<file path="src/rtl/lsu_mem_ctrl_if.sv">
// rtl/lsu_mem_ctrl_if.sv - request/response and PMEM port bundle for lsu_mem_ctrl
interface lsu_mem_ctrl_if;
    logic        req_valid;
    logic        req_ready;
    logic [31:0] req_addr;
    logic        req_wen;
    logic [31:0] req_wdata;
    logic [1:0]  req_size;
    logic        req_unsigned;
    logic        resp_valid;
    logic        resp_ready;
    logic [31:0] resp_rdata;
    logic        resp_err;
    logic        mem_valid;
    logic [31:0] mem_raddr;
    logic [31:0] mem_rdata;
    logic        mem_wen;
    logic [31:0] mem_waddr;
    logic [31:0] mem_wdata;
    logic [7:0]  mem_wmask;

    modport master (
        output req_valid, req_addr, req_wen, req_wdata, req_size, req_unsigned,
               resp_ready, mem_rdata,
        input  req_ready, resp_valid, resp_rdata, resp_err,
               mem_valid, mem_raddr, mem_wen, mem_waddr, mem_wdata, mem_wmask
    );

    modport slave (
        input  req_valid, req_addr, req_wen, req_wdata, req_size, req_unsigned,
               resp_ready, mem_rdata,
        output req_ready, resp_valid, resp_rdata, resp_err,
               mem_valid, mem_raddr, mem_wen, mem_waddr, mem_wdata, mem_wmask
    );
endinterface

</file>
<file path="src/rtl/lsu_mem_ctrl.sv">
// rtl/lsu_mem_ctrl.sv - load/store sequencer between execute stage and PMEM
// One request in flight; PMEM request held LATENCY cycles, then a registered response.
module lsu_mem_ctrl #(
    parameter int LATENCY = 1
) (
    input  logic          clk,
    input  logic          rst,
    lsu_mem_ctrl_if.slave bus
);
    typedef enum logic [1:0] {IDLE, ACCESS, RESP} state_t;

    localparam logic [3:0] LAT_M1 = 4'(LATENCY - 1);

    state_t      state;
    logic [3:0]  cnt;
    logic [1:0]  a_lo;
    logic [1:0]  sz;
    logic        uns;
    logic        is_store;

    logic        rdy;
    logic        rv;
    logic [31:0] rdata;
    logic        rerr;
    logic        mv;
    logic        mwen;
    logic [31:0] maddr;
    logic [31:0] mwdata;
    logic [7:0]  mwmask;

    logic        req_err;
    logic [3:0]  lane_mask;
    logic [31:0] shifted;
    logic [31:0] ld_data;

    always_comb begin
        req_err = (bus.req_size == 2'd3)
               || (bus.req_size == 2'd1 && bus.req_addr[0])
               || (bus.req_size == 2'd2 && bus.req_addr[1:0] != 2'b00);
        case (bus.req_size)
            2'd0:    lane_mask = 4'b0001 << bus.req_addr[1:0];
            2'd1:    lane_mask = 4'b0011 << bus.req_addr[1:0];
            default: lane_mask = 4'b1111;
        endcase
    end

    // Load lane extraction uses the latched address/size, not the live request inputs.
    always_comb begin
        shifted = bus.mem_rdata >> {a_lo, 3'b000};
        ld_data = shifted;
        case (sz)
            2'd0:    ld_data = uns ? {24'd0, shifted[7:0]}  : {{24{shifted[7]}}, shifted[7:0]};
            2'd1:    ld_data = uns ? {16'd0, shifted[15:0]} : {{16{shifted[15]}}, shifted[15:0]};
            default: ld_data = shifted;
        endcase
    end

    always_ff @(posedge clk) begin
        if (rst) begin
            state    <= IDLE;
            cnt      <= 4'd0;
            a_lo     <= 2'd0;
            sz       <= 2'd0;
            uns      <= 1'b0;
            is_store <= 1'b0;
            rdy      <= 1'b0;
            rv       <= 1'b0;
            rdata    <= 32'd0;
            rerr     <= 1'b0;
            mv       <= 1'b0;
            mwen     <= 1'b0;
            maddr    <= 32'd0;
            mwdata   <= 32'd0;
            mwmask   <= 8'd0;
        end else begin
            case (state)
                IDLE: begin
                    rdy <= 1'b1;
                    if (bus.req_valid && rdy) begin
                        rdy      <= 1'b0;
                        a_lo     <= bus.req_addr[1:0];
                        sz       <= bus.req_size;
                        uns      <= bus.req_unsigned;
                        is_store <= bus.req_wen;
                        if (req_err) begin
                            state <= RESP;
                            rv    <= 1'b1;
                            rerr  <= 1'b1;
                            rdata <= 32'd0;
                        end else begin
                            state  <= ACCESS;
                            cnt    <= LAT_M1;
                            mv     <= 1'b1;
                            mwen   <= bus.req_wen;
                            maddr  <= {bus.req_addr[31:2], 2'b00};
                            mwdata <= bus.req_wdata << {bus.req_addr[1:0], 3'b000};
                            mwmask <= {4'b0000, lane_mask};
                        end
                    end
                end
                ACCESS: begin
                    // Write strobe lasts one cycle so PMEM commits the store exactly once.
                    mwen <= 1'b0;
                    if (cnt == 4'd0) begin
                        state  <= RESP;
                        mv     <= 1'b0;
                        mwmask <= 8'd0;
                        rv     <= 1'b1;
                        rerr   <= 1'b0;
                        rdata  <= is_store ? 32'd0 : ld_data;
                    end else begin
                        cnt <= cnt - 4'd1;
                    end
                end
                RESP: begin
                    if (bus.resp_ready) begin
                        state <= IDLE;
                        rv    <= 1'b0;
                        rdy   <= 1'b1;
                        rdata <= 32'd0;
                        rerr  <= 1'b0;
                    end
                end
                default: state <= IDLE;
            endcase
        end
    end

    assign bus.req_ready  = rdy;
    assign bus.resp_valid = rv;
    assign bus.resp_rdata = rdata;
    assign bus.resp_err   = rerr;
    assign bus.mem_valid  = mv;
    assign bus.mem_wen    = mwen;
    assign bus.mem_raddr  = maddr;
    assign bus.mem_waddr  = maddr;
    assign bus.mem_wdata  = mwdata;
    assign bus.mem_wmask  = mwmask;
endmodule

</file>
<file path="src/flat_wrapper.sv">
// flat-port wrapper written by rule: the top's interface ports become plain ports
module lsu_mem_ctrl_flat 
#(
    parameter int LATENCY = 1
)
  (clk, rst, bus_req_valid, bus_req_addr, bus_req_wen, bus_req_wdata, bus_req_size, bus_req_unsigned, bus_resp_ready, bus_mem_rdata, bus_req_ready, bus_resp_valid, bus_resp_rdata, bus_resp_err, bus_mem_valid, bus_mem_raddr, bus_mem_wen, bus_mem_waddr, bus_mem_wdata, bus_mem_wmask);
  lsu_mem_ctrl_if bus_i ();
  input  logic clk;
  input  logic rst;
  input wire logic [$bits(bus_i.req_valid)-1:0] bus_req_valid;
  input wire logic [$bits(bus_i.req_addr)-1:0] bus_req_addr;
  input wire logic [$bits(bus_i.req_wen)-1:0] bus_req_wen;
  input wire logic [$bits(bus_i.req_wdata)-1:0] bus_req_wdata;
  input wire logic [$bits(bus_i.req_size)-1:0] bus_req_size;
  input wire logic [$bits(bus_i.req_unsigned)-1:0] bus_req_unsigned;
  input wire logic [$bits(bus_i.resp_ready)-1:0] bus_resp_ready;
  input wire logic [$bits(bus_i.mem_rdata)-1:0] bus_mem_rdata;
  output wire logic [$bits(bus_i.req_ready)-1:0] bus_req_ready;
  output wire logic [$bits(bus_i.resp_valid)-1:0] bus_resp_valid;
  output wire logic [$bits(bus_i.resp_rdata)-1:0] bus_resp_rdata;
  output wire logic [$bits(bus_i.resp_err)-1:0] bus_resp_err;
  output wire logic [$bits(bus_i.mem_valid)-1:0] bus_mem_valid;
  output wire logic [$bits(bus_i.mem_raddr)-1:0] bus_mem_raddr;
  output wire logic [$bits(bus_i.mem_wen)-1:0] bus_mem_wen;
  output wire logic [$bits(bus_i.mem_waddr)-1:0] bus_mem_waddr;
  output wire logic [$bits(bus_i.mem_wdata)-1:0] bus_mem_wdata;
  output wire logic [$bits(bus_i.mem_wmask)-1:0] bus_mem_wmask;
  assign bus_i.req_valid = bus_req_valid;
  assign bus_i.req_addr = bus_req_addr;
  assign bus_i.req_wen = bus_req_wen;
  assign bus_i.req_wdata = bus_req_wdata;
  assign bus_i.req_size = bus_req_size;
  assign bus_i.req_unsigned = bus_req_unsigned;
  assign bus_i.resp_ready = bus_resp_ready;
  assign bus_i.mem_rdata = bus_mem_rdata;
  assign bus_req_ready = bus_i.req_ready;
  assign bus_resp_valid = bus_i.resp_valid;
  assign bus_resp_rdata = bus_i.resp_rdata;
  assign bus_resp_err = bus_i.resp_err;
  assign bus_mem_valid = bus_i.mem_valid;
  assign bus_mem_raddr = bus_i.mem_raddr;
  assign bus_mem_wen = bus_i.mem_wen;
  assign bus_mem_waddr = bus_i.mem_waddr;
  assign bus_mem_wdata = bus_i.mem_wdata;
  assign bus_mem_wmask = bus_i.mem_wmask;
  lsu_mem_ctrl #(.LATENCY(LATENCY)) u_core (.clk(clk), .rst(rst), .bus(bus_i));
endmodule
</file>
<file path="config.mk">
export PLATFORM = sky130hd
export DESIGN_NAME = lsu_mem_ctrl_flat
export DESIGN_NICKNAME = d
export VERILOG_FILES = /design/src/rtl/lsu_mem_ctrl_if.sv /design/src/rtl/lsu_mem_ctrl.sv /design/src/flat_wrapper.sv
export SDC_FILE = /design/constraint.sdc
export NUM_CORES = 1
export LEC_CHECK = 0
export ABC_CLOCK_PERIOD_IN_PS = 4700
export BUFFER_PORTS_ARGS = -buffer_cell sky130_fd_sc_hd__clkbuf_2
export CAP_MARGIN = 20
export CORE_UTILIZATION = 52
export DETAILED_ROUTE_END_ITERATION = 8
export PLACE_DENSITY_LB_ADDON = 0.15
export RECOVER_POWER = 25
export SYNTH_ARGS = -nofsm -noshare
export SYNTH_HDL_FRONTEND = slang
export SYNTH_SLANG_ARGS = --single-unit
</file>
<file path="constraint.sdc">
create_clock -name clk -period 4.7 [get_ports clk]
set_input_delay 0.705 -clock clk [delete_from_list [all_inputs] [get_ports clk]]
set_output_delay 0.705 -clock clk [all_outputs]
set_load 0.1 [all_outputs]
</file>
==> flow_metrics.env <==
export IMPL_status="complete, no violations"
export IMPL_diodes=0
export IMPL_synthFlopType="dfxtp_1"
export IMPL_slew_viol_final=0
export IMPL_slew_headroom_pct=17.9
export IMPL_critPathSlowestCell="or3b_1"
export IMPL_num_io_pins=245
export IMPL_p_per_area_nw_per_um2=544
export IMPL_critPathMaxFanout=42
export IMPL_io_buffers=236
export IMPL_cts_resized=0
export IMPL_drive_gt1_share_pct=26.2
export IMPL_grt_overflow_total=0
export IMPL_placed_cells=989
export IMPL_die_x_um=106
export IMPL_path_class="primary input to register"
export IMPL_ant_nets=0
export IMPL_cts_hold_fix_buffers=0
export IMPL_setup_viol=0
export IMPL_tightest_slew_ns=1.24
export IMPL_fin_crit_sh_pct=61.2
export IMPL_cts_setup_buffers=0
export IMPL_synth_edf_count=0
export IMPL_cts_sinks=115
export IMPL_path_buf_inv=1
export IMPL_grt_max_degree=123
export IMPL_setup_tns_ns=0
export IMPL_yosys_warnings=0
export IMPL_cts_tree="done"
export IMPL_yosysSeqAreaShare_pct=40.9
export IMPL_vias=5655
export IMPL_layout_commonest_cell="clkbuf_2"
export IMPL_p_total_mw=3.87
export IMPL_hpwl_um=11400
export IMPL_die_height_um=106
export IMPL_viasPerCell=5.54
export IMPL_synth_top_area_share_pct=40.9
export IMPL_wl_per_cell_um=15.9
export IMPL_grt_pass1_wl_um=25100
export IMPL_cts_buffer_depth=2
export IMPL_setup_worst_path_start_class="primary input"
export IMPL_async_flop_share_pct=0
export IMPL_syn_inst=698
export IMPL_fin_skew_ns=0.0103
export IMPL_numCtsBuffers=17
export IMPL_dr_pass1_iters=5
export IMPL_end_kind="register"
export IMPL_wl_um=16200
export IMPL_worstPathCellList="clkbuf_2, a21oi_1, o21ai_0, or3b_1, a32oi_1, nor2_1"
export IMPL_peakVddDrop_mv=0.490
export IMPL_rsz0062_at_grt="no"
export IMPL_yosysTopAreaCell="dfxtp_1"
export IMPL_critPathRequiredTime_ns=5.08
export IMPL_start_util_pct=54.1
export IMPL_ys_types=45
export IMPL_max_cap_violations=0
export IMPL_rrSetupSlack_ns=2.11
export IMPL_clk_pin_slew_ns=0.06
export IMPL_ys_ff_latch=115
export IMPL_postLayoutSetupSlackWorst_ns=1.82
export IMPL_syn2layout_area_growth_pct=26.2
export IMPL_rows=37
export IMPL_fin_cells=1021
export IMPL_layout_nets=983
export IMPL_min_period_ns=2.88
export IMPL_holdCritPathClass="primary input to register"
export IMPL_die_area_um2=11200
export IMPL_syn_area_per_cell_um2=8.07
export IMPL_core_area_um2=10400
export IMPL_grtUsageTotal_pct=28.4
export IMPL_place_ws_ns=1.34
export IMPL_antenna_found_initial=0
export IMPL_timing_hold_violations_final=0
export IMPL_root_buffer="clkbuf_8"
export IMPL_power_leakage_nw=2.92
export IMPL_clock_fmax_ghz=0.347
export IMPL_clock_latency_ns=0.51
export IMPL_hold_ws_ns=0.411
export IMPL_max_stage_delay_ns=0.75
export IMPL_drc_errors=0
export IMPL_drt_iter0_markers=356
export IMPL_cp_data_arrival_time_ns=3.26
export IMPL_place_gp_congestion=0.946
export IMPL_synth_cell_area_um2=5630
export IMPL_grt_pass1_vias=5180
export IMPL_yosys_top_cells_area="dfxtp_1 41%, nand2_1 7.7%, a21oi_1 6.8%, buf_4 5.2%, mux2i_1 5.0%"
export IMPL_final_cell_mix="181 x clkbuf_2, 116 x nand2_1, 115 x dfxtp_1"
export IMPL_htree_levels=4
export IMPL_cp_top_family="compound AO/OA/AOI/OAI gates"
[stage by stage]
step	utilization (%)	cell area, µm²
5_1_grt	68.2	7110
2_1_floorplan	-	5660
6_report	68.2	7110
3_5_place_dp	62.9	6550
3_3_place_gp	62.9	6550
4_1_cts	68.6	7150
[area by class of cell]
type | count | area (µm²)
Sequential cell | 115 | 2300
Clock buffer | 21 | 439
Inverter | 7 | 26.3
Clock inverter | 10 | 158
Multi-Input combinational cell | 488 | 2810
Fill cell | 886 | 3310
Tap cell | 136 | 170
Timing Repair Buffer | 244 | 1200
[worst min-delay path, delay by kind of cell]
kind / cells / cell delay, ns
AOI/OAI and AO/OA: 1 / 0.05
and+or+nand+nor: 1 / 0.04
buffers and inverters: 1 / 0.08
[Yosys cell counts (2+ instances only)]
cell / count
or3_1: 2
a211oi_1: 25
o21ai_0: 12
xor2_1: 2
o32ai_1: 8
or3b_1: 2
buf_6: 3
clkbuf_1: 36
buf_1: 7
mux2_2: 9
a32oi_1: 17
ha_1: 6
a22oi_1: 2
buf_4: 39
a21oi_1: 76
nor3_1: 20
o211ai_1: 2
inv_1: 7
buf_2: 10
a211o_1: 7
mux2i_1: 28
nor2b_1: 18
nor2_1: 72
and3_1: 2
dfxtp_1: 115
nand2b_1: 10
nor3b_1: 3
o22ai_1: 2
a221oi_1: 9
nand2_1: 116
nand3_1: 17
[layer usage]
metal | vias up | wire length (µm) | track usage (%)
met5 | - | 0 | 0
met4 | 0 | 412 | 13.5
met3 | 40 | 966 | 5.70
met2 | 269 | 8090 | 48.6
met1 | 2605 | 6740 | 34.1
li1 | 2741 | - | -
[power by group]
part / internal (mW) / switching, mW
logic: 0.287 / 1.14
clock network: 0.868 / 0.444
registers: 1.07 / 0.0686
[cell families (layout without fill, tap and decap cells)]
group,Yosys count,in the layout,synth area share (%)
AOI/OAI and AO/OA,169,169,19.6
xor gates and xnor gates,3,3,0.467
adders and majority gates,6,6,1.33
buffers and inverters,102,282,10.0
DFF,115,115,40.9
muxes,38,38,7.18
other,1,8,0.0666
and+or+nand+nor,264,264,20.4
[state kept, by name, summed over array words and instances (netlist names), 2 cells and up]
name,count
u_core.bus.mem_raddr,30
u_core.state,2
u_core.bus.mem_wdata,32
u_core.a_lo,2
u_core.bus.resp_rdata,32
u_core.bus.mem_wmask,4
u_core.sz,2
u_core.cnt,4
[final timing paths]
check,start,to,cells after the start
max,bus_req_addr[0],u_core.bus.resp_rdata[1],6
min,bus_req_addr[9],u_core.bus.mem_raddr[9],3
max reg2reg,u_core.cnt[1],u_core.bus.resp_rdata[1],7
min reg2reg,u_core.bus.resp_rdata[26],u_core.bus.resp_rdata[26],2
(Power assumes the default switching activity.)
